`src/rtl/switch_egress_arb.sv`:
```
// Round-robin drain of switch output ports into a buffered egress word stream.
// Defining EGR_PKT_CNT_EN adds per-port counters of popped end-of-packet words.
module switch_egress_arb #(
  parameter int  NUM_OF_PORTS   = 4,
  parameter int  WORD_WIDTH     = 8,
  parameter int  EGR_FIFO_DEPTH = 16,
  parameter int  RD_TIMEOUT     = 8,
  localparam int PW             = (NUM_OF_PORTS > 1) ? $clog2(NUM_OF_PORTS) : 1
) (
  input  logic                               clk,
  input  logic                               rst,
  input  logic [NUM_OF_PORTS-1:0]            port_ready,
  input  logic                               read_out,
  input  logic [NUM_OF_PORTS*WORD_WIDTH-1:0] port_out,
  output logic [NUM_OF_PORTS-1:0]            port_read,
  output logic                               egr_valid,
  input  logic                               egr_ready,
  output logic [WORD_WIDTH-1:0]              egr_data,
  output logic                               egr_sop,
  output logic                               egr_eop,
  output logic [PW-1:0]                      egr_port,
  output logic                               timeout_err
`ifdef EGR_PKT_CNT_EN
  , output logic [NUM_OF_PORTS*16-1:0]       pkt_cnt
`endif
);

  localparam int AW = $clog2(EGR_FIFO_DEPTH);
  localparam int TW = $clog2(RD_TIMEOUT + 1);

  typedef enum logic [2:0] {IDLE, GRANT, WAIT, XFER, FLUSH} state_t;

  typedef struct packed {
    logic                  sop;
    logic                  last;
    logic [PW-1:0]         port;
    logic [WORD_WIDTH-1:0] data;
  } entry_t;

  state_t                state, state_nxt;
  logic [PW-1:0]         last_grant, grant_port, winner, cand;
  logic                  winner_found;
  logic [TW-1:0]         wait_cnt;
  logic [WORD_WIDTH-1:0] stage_data;
  logic                  stage_valid, first_word, capture;
  logic [WORD_WIDTH-1:0] lanes [NUM_OF_PORTS];

  entry_t                mem [EGR_FIFO_DEPTH];
  entry_t                head, push_entry;
  logic [AW:0]           wr_ptr, rd_ptr;
  logic [AW-1:0]         tail_idx;
  logic                  fifo_empty, fifo_full, pop, push_req, push_ok, mark_tail;

  for (genvar p = 0; p < NUM_OF_PORTS; p++) begin : g_lane
    assign lanes[p] = port_out[p*WORD_WIDTH +: WORD_WIDTH];
  end

  // Search starts one past the last winner and wraps at NUM_OF_PORTS.
  always_comb begin
    winner       = last_grant;
    winner_found = 1'b0;
    cand         = last_grant;
    for (int i = 0; i < NUM_OF_PORTS; i++) begin
      cand = (cand == PW'(NUM_OF_PORTS - 1)) ? '0 : cand + 1'b1;
      if (!winner_found && port_ready[cand]) begin
        winner       = cand;
        winner_found = 1'b1;
      end
    end
  end

  // NOTE: every output of a combinational block gets a default first, so no path leaves a latch.
  always_comb begin
    state_nxt   = state;
    port_read   = '0;
    timeout_err = 1'b0;
    capture     = 1'b0;
    case (state)
      IDLE:  if (fifo_empty && winner_found) state_nxt = GRANT;
      GRANT: begin
        port_read[grant_port] = 1'b1;
        state_nxt             = WAIT;
      end
      WAIT: begin
        if (read_out) begin
          capture   = 1'b1;
          state_nxt = XFER;
        end else if (wait_cnt == TW'(RD_TIMEOUT - 1)) begin
          timeout_err = 1'b1;
          state_nxt   = IDLE;
        end
      end
      XFER: begin
        if (read_out) capture = 1'b1;
        else          state_nxt = FLUSH;
      end
      FLUSH:   state_nxt = IDLE;
      default: state_nxt = IDLE;
    endcase
  end

  // NOTE: state registers use non-blocking assignments so every flop samples pre-edge values.
  always_ff @(posedge clk or posedge rst) begin
    if (rst) begin
      state       <= IDLE;
      last_grant  <= PW'(NUM_OF_PORTS - 1);
      grant_port  <= '0;
      wait_cnt    <= '0;
      stage_data  <= '0;
      stage_valid <= 1'b0;
      first_word  <= 1'b0;
    end else begin
      state    <= state_nxt;
      wait_cnt <= (state == WAIT) ? wait_cnt + 1'b1 : '0;
      if (state == IDLE && state_nxt == GRANT) begin
        grant_port <= winner;
        last_grant <= winner;
        first_word <= 1'b1;
      end else if (push_req) begin
        first_word <= 1'b0;
      end
      if (capture) begin
        stage_data  <= lanes[grant_port];
        stage_valid <= 1'b1;
      end else if (state == FLUSH) begin
        stage_valid <= 1'b0;
      end
    end
  end

  // The staged word is pushed one capture late, so FLUSH always carries the last word.
  assign push_req   = stage_valid && (capture || state == FLUSH);
  assign push_entry = '{sop: first_word, last: (state == FLUSH), port: grant_port, data: stage_data};

  assign fifo_empty = (wr_ptr == rd_ptr);
  assign fifo_full  = (wr_ptr[AW-1:0] == rd_ptr[AW-1:0]) && (wr_ptr[AW] != rd_ptr[AW]);
  assign pop        = !fifo_empty && egr_ready;
  assign push_ok    = push_req && (!fifo_full || pop);
  assign mark_tail  = push_req && push_entry.last && fifo_full && !pop;
  assign tail_idx   = wr_ptr[AW-1:0] - 1'b1;

  // NOTE: the storage array has no reset; the pointers alone define which entries are live.
  always_ff @(posedge clk) begin
    if (push_ok)        mem[wr_ptr[AW-1:0]] <= push_entry;
    else if (mark_tail) mem[tail_idx].last  <= 1'b1;
  end

  always_ff @(posedge clk or posedge rst) begin
    if (rst) begin
      wr_ptr <= '0;
      rd_ptr <= '0;
    end else begin
      if (push_ok) wr_ptr <= wr_ptr + 1'b1;
      if (pop)     rd_ptr <= rd_ptr + 1'b1;
    end
  end

  assign head      = mem[rd_ptr[AW-1:0]];
  assign egr_valid = !fifo_empty;
  assign egr_data  = egr_valid ? head.data : '0;
  assign egr_sop   = egr_valid && head.sop;
  assign egr_eop   = egr_valid && head.last;
  assign egr_port  = egr_valid ? head.port : '0;

`ifdef EGR_PKT_CNT_EN
  logic [15:0] cnt [NUM_OF_PORTS];

  always_ff @(posedge clk or posedge rst) begin
    if (rst) begin
      for (int i = 0; i < NUM_OF_PORTS; i++) cnt[i] <= '0;
    end else if (pop && head.last) begin
      cnt[head.port] <= cnt[head.port] + 16'd1;
    end
  end

  for (genvar p = 0; p < NUM_OF_PORTS; p++) begin : g_cnt
    assign pkt_cnt[p*16 +: 16] = cnt[p];
  end
`endif

endmodule

```
`config.mk`:
```
export PLATFORM = sky130hd
export DESIGN_NAME = switch_egress_arb
export DESIGN_NICKNAME = d
export VERILOG_FILES = /design/src/rtl/switch_egress_arb.sv
export SDC_FILE = /design/constraint.sdc
export NUM_CORES = 1
export LEC_CHECK = 0
export CAP_MARGIN = 10
export CELL_PAD_IN_SITES_DETAIL_PLACEMENT = 2
export CELL_PAD_IN_SITES_GLOBAL_PLACEMENT = 2
export CORE_AREA = 8 8 158 160
export CTS_CLUSTER_SIZE = 24
export DETAILED_ROUTE_END_ITERATION = 8
export DIE_AREA = 0 0 166 168
export GPL_TIMING_DRIVEN = 0
export PLACE_DENSITY_LB_ADDON = 0.1
export SYNTH_ARGS = -nofsm -noshare
export SYNTH_HDL_FRONTEND = slang
export SYNTH_SLANG_ARGS = --single-unit
```
`constraint.sdc`:
```
create_clock -name clk -period 5.8 [get_ports clk]
set_clock_uncertainty 0.2 [all_clocks]
set_input_delay 1.45 -clock clk [delete_from_list [all_inputs] [get_ports clk]]
set_output_delay 1.45 -clock clk [all_outputs]
set_load 0.1 [all_outputs]
```
; Yosys cells after proc, flatten, opt, wreduce, memory -nomap -nowiden
; Memory sizes are Yosys's and may differ from the RTL's.
; Cells that the tools add are included.
[totals]
ramBits = 192
reg_bits = 31
mem_count = 1
output_inout_bits = 18
[op_classes]
muxes = 51
bitwise_logic = 1
n_lt_le_gt_ge = 7
n_reduce_logical = 28
eq_ne = 13
add_sub_neg = 8
[mem_list]
columns = memory, words, width, read_ports, rd_ports_with_merged_regs, wr, line
row1 = mem, 16, 12, 1, 0, 1, 48  ; entry_t mem [EGR_FIFO_DEPTH];
[ops]
columns = cell, count
row1 = $mux 8, 3
row2 = $mux 1, 23
row3 = $mux 2, 10
row4 = $bmux 8 s2, 1
row5 = $logic_and 1x1->1, 15
row6 = $lt 2x3->1 const B, 5
row7 = $mux 12, 1
row8 = $mux 3, 4
row9 = $mux 4, 3
row10 = $pmux 3 s4, 1
row11 = $reduce_or 12->1, 1
row12 = $add 5x1->5 const B, 2
row13 = $add 2x1->2 const B, 4
row14 = $bmux 1 s2, 4
row15 = $eq 2x2->1 const B, 4
row16 = $eq 3x1->1 const B, 2
row17 = $eq 3x2->1 const B, 2
row18 = $logic_not 1->1, 6
row19 = $eq 5x5->1, 1
row20 = $add 4x1->4 const B, 1
row21 = $eq 4x3->1 const B, 1
row22 = $eq 4x4->1, 1
row23 = $reduce_bool 2->1, 2
row24 = $sub 4x1->4 const B, 1
row25 = 9 further kinds, 10

; Longest topological paths before layout
[depth]
depth_word = 20
ltp_mapped = 8
mapped_depth_nobuf = 7

; Worst setup path after synthesis
; No wires, ideal clock.
[synth_timing]
path_type = input to output
from = input port read_out
to = output port timeout_err
t_required_ns = 4.150
path_slack_ns = -0.247
stages = 1
arrival_ns = 4.397
cell_sequence = nor4_1
[synth_via]
elab_chain_len = 2
[synth_lines]
columns = item, line
row1 = start: declaration, 13  ; input logic read_out,
row2 = $mux 1, 85  ; if (read_out) begin
row3 = $mux 1, 78  ; case (state)
row4 = end: declaration, 22  ; output logic timeout_err
; Every way passes these cells.

; Worst setup path in the final report
[layout_timing]
from = register rd_ptr[0]
to = output port egr_data[4]
[layout_via]
elab_chain_len = 2
elab_cells_between_ends = 3
cone_classes = 1 x eq/ne / 1 x mux / 1 x memory
[layout_lines]
columns = item, line
row1 = start: declaration, 50  ; logic [AW:0] wr_ptr, rd_ptr;
row2 = start signal: assignment, 154  ; if (pop) rd_ptr <= rd_ptr + 1'b1;
row3 = $mem_v2 16x12 or $eq 5x5->1 (tied branches), n/a
row4 = $mux 8 *, 160  ; assign egr_data = egr_valid ? head.data : '0;
row5 = end: declaration, 18  ; output logic [WORD_WIDTH-1:0] egr_data,
; Mark *: on every way between the ends. The rest lies on a longest branch, timed or not.

==> summary.txt <==
Synthesis
  • Mapped Area: between 9000 and 10000 µm²
  • Synth unique cells: between 50 and 60
  • Async S/R FF share, synth: 13.9%
  • Syn_area_per_cell: 16.0 µm²
  • Synth Register Bits: between 200 and 250
  • Post-synth EDFFs: about 190
  • Ys flop type: edfxtp_1
  • Sequential share of the synthesized area: 66.3%
  • Syn_nets: 660
  • Ys Warns: 0
  • Gate Count Post-Synth: 615

CTS
  • Hold-fix buffer count after cts: 0
  • Worst skew pair latency: ~0.53 ns
  • Clock transition at path regs: 0.06 ns
  • H-tree depth: 1
  • Root Driver: clkbuf_16
  • Clk buf depth: 3
  • Total CTS buffers: 25
  • CTS tree: built
  • Setup Buffers After CTS: 0
  • TritonCTS Sinks: 223

Detailed routing
  • DRC viols: 0
  • Drt first pass iters: 5
  • Average vias per placed instance: roughly 5.9
  • Post-route ant nets: 0
  • Vias: around 6000
  • Total wire length: 29200 µm
  • First DRT Iteration DRCs: 430
  • Drt wl/cell: 28.8 µm

Global routing
  • First-pass GRT wire length: 44000 µm
  • Initial antenna violation count: 2
  • Vias in the first global route: 6862
  • Total GRT Usage: 20.9%
  • Residual overflow from global routing: 0
  • Largest net degree at the start of global routing: 23

Critical path
  • Crit. End Element: output pin
  • Kind of critical path: reg -> out
  • CP required: ~4.2 ns
  • Critical path origin: rd_ptr[0]$_DFFE_PP0P_
  • Worst Path Arrival: approximately 4.0 ns
  • CP Launch Type: register
  • Peak fanout along the critical path: 10
  • Worst r2r src: state[1]$_DFF_PP0_
  • Worst R2R Path Depth: 7

Floorplan
  • Die X-Extent: 166 µm
  • Row cnt: 55
  • Die Ht: 168 µm
  • Core footprint: 22400 µm²
  • Initial core utilization: around 44%
  • DIE AREA: 27900 µm²
  • Ports: 58

Cells and area
  • Layout cell share with drive strength beyond 1: 19.6%
  • Final net count: ~760
  • Multi-input gate area: 3140 µm²
  • Filler cells: 1994
  • ANT cells: 0
  • Seq. cell area: around 6500 µm²
  • P&R area growth vs syn: 18.9%
  • Post-Route Utilization: 52.4%

Pwr
  • VDD IR max: around 0.41 mV
  • Leakage power: 4.01 nW
  • Power density cells: 603 nW/µm²
  • Total Power: 7.06 mW

Placement
  • IO buf count: 56
  • Post-DP HPWL: 20500 µm
  • Pre-CTS WS: 0.485 ns
  • Global placement routability congestion: a little over 0.8

Timing
  • Post-layout min period: 5.69 ns
  • Final setup violation count: 0
  • Slew @ Worst Pin: 1.22 ns
  • Final worst slack: ~0.11 ns
  • Relative slew slack: 18.7%
  • Crit share post-route: roughly 100%
  • Setup TNS: 0 ns
  • Fmax: 0.176 GHz
  • Pins Over Slew Limit: 0
  • Final hold violation count: 0
  • RSZ-0062 raised after global routing: no

Hold path
  • Hold Path Depth: 1
  • Hold WC Path Type: reg -> reg
  • Hold path start: wait_cnt[0]$_DFF_PP0_

Outcome
  • Outcome: completed

Run
  • Max Cap Violations: 0
==> final cells by class <==
cell class / instances / area share, %
plain buffers: 40 / 1.47
clock buffers: 28 / 5.43
clock inverters: 17 / 1.16
inverters: 9 / 0.288
multi-input cells: 343 / 26.8
flip-flops and latches: 223 / 55.8
well taps: 285 / 3.04
repair buffers: 68 / 5.98
==> path summary, 6_finish.rpt <==
check / to / slack (ns)
max in group asynchronous: last_grant[1]$_DFFE_PP1P_ / 3.62
min in group asynchronous: rd_ptr[3]$_DFFE_PP0P_ / 1.14
max reg2reg: mem[12][3]$_DFFE_PP_ / 1.81
min: wait_cnt[0]$_DFF_PP0_ / 0.28
max: egr_data[4] / 0.11
min reg2reg: wait_cnt[0]$_DFF_PP0_ / 0.28
==> stage by stage <==
stage / area (µm²) / hold slack [ns] / instances
after floorplan: 9870 / 0.232 / 615
after global placement: 10800 / 0.248 / 956
after detailed placement: 10900 / 0.264 / 962
final: 11700 / 0.281 / 1013
after global routing: 11700 / 0.298 / 1013
after CTS: 11700 / 0.281 / 1007
==> registers in the layout, summed over array words and instances (netlist names) <==
register / flops
mem: 192
stage_data: 8
rd_ptr: 5
wr_ptr: 5
wait_cnt: 4
state: 3
grant_port: 2
last_grant: 2
first_word: 1
stage_valid: 1
==> cell families (layout without fill, tap and decap cells) <==
kind of cell | Yosys count | in the layout | synth area share (%)
mux | 76 | 76 | 15.1
fa+ha+maj | 5 | 5 | 0.634
compound gates | 67 | 67 | 4.85
buf+inv | 49 | 162 | 2.09
flops | 223 | 223 | 66.3
xor+xnor | 17 | 17 | 1.81
simple gates | 178 | 178 | 9.17
==> placed cells by master (no fill, tap or decap), types with 5 or more instances in the layout <==
cell type,count
mux2i_1,16
dfrtp_1,29
a211oi_1,24
ha_1,5
buf_2,15
nor3_2,6
nor2_1,45
clkdlybuf4s50_1,47
a21oi_1,12
inv_1,9
nand2_1,47
nor3b_1,5
clkbuf_1,23
nor3_1,13
buf_4,8
o211ai_1,5
clkinv_1,6
xnor2_1,11
clkbuf_16,25
nand3_1,8
nor2b_1,27
clkinv_2,6
dlymetal6s2s_1,7
o21ai_0,10
mux4_2,58
edfxtp_1,192
==> synth_stat cells, drive strengths merged, types with 2 or more instances <==
library cell	count	area share (%)
edfxtp	192	58
mux4	58	13
nand2	47	1.8
nor2	45	1.7
dfrtp	29	7.4
nor2b	28	1.8
a211oi	24	1.8
buf	20	0.99
clkbuf	20	0.76
nor3	19	1.1
mux2i	16	1.6
xnor2	14	1.5
a21oi	12	0.61
o21ai	10	0.51
inv	9	0.34
nand3	8	0.41
nor3b	6	0.57
ha	5	0.63
nand4	5	0.38
o211ai	5	0.38
nor4	4	0.25
a21o	3	0.23
and2	3	0.19
and3	3	0.19
xor2	3	0.34
a311oi	2	0.36
a31oi	2	0.13
and3b	2	0.18
dfstp	2	0.53
mux2	2	0.23
nand2b	2	0.13
o221ai	2	0.18
==> worst max-delay path: stages, from the launching register on <==
cell and delay (ns):
dfrtp_1 0.40, buf_2 0.20, xnor2_1 0.24, nand4_2 0.19, buf_2 0.24, nor2_1 0.48, clkbuf_1 0.63, a211oi_1 0.11
clkdlybuf4s50_1 1.02
==> timing repair <==
item,4_1_cts,5_1_grt
cloned,0,0
resized for setup,2,7
endpoints found under the setup margin,2,7
pin swaps,0,0
endpoints found under the hold margin,0,0
==> report_power, final <==
group          internal [mW]  leakage, nW  switching, mW
clock network          0.877        0.378          0.643
logic                   1.02         1.51           2.26
registers               2.15         2.13          0.110
==> routing by layer <==
metal | share of wire (%) | routed length, µm | global-route usage, % | vias to the layer above
li1 | - | - | - | 2592
met1 | 40 | 11600 | 24.3 | 3185
met2 | 54 | 15700 | 39.2 | 157
met3 | 4.0 | 1150 | 3.25 | 47
met4 | 2.5 | 727 | 6.32 | 0
met5 | 0 | 0 | 0 | -
(Power assumes the default switching activity.)
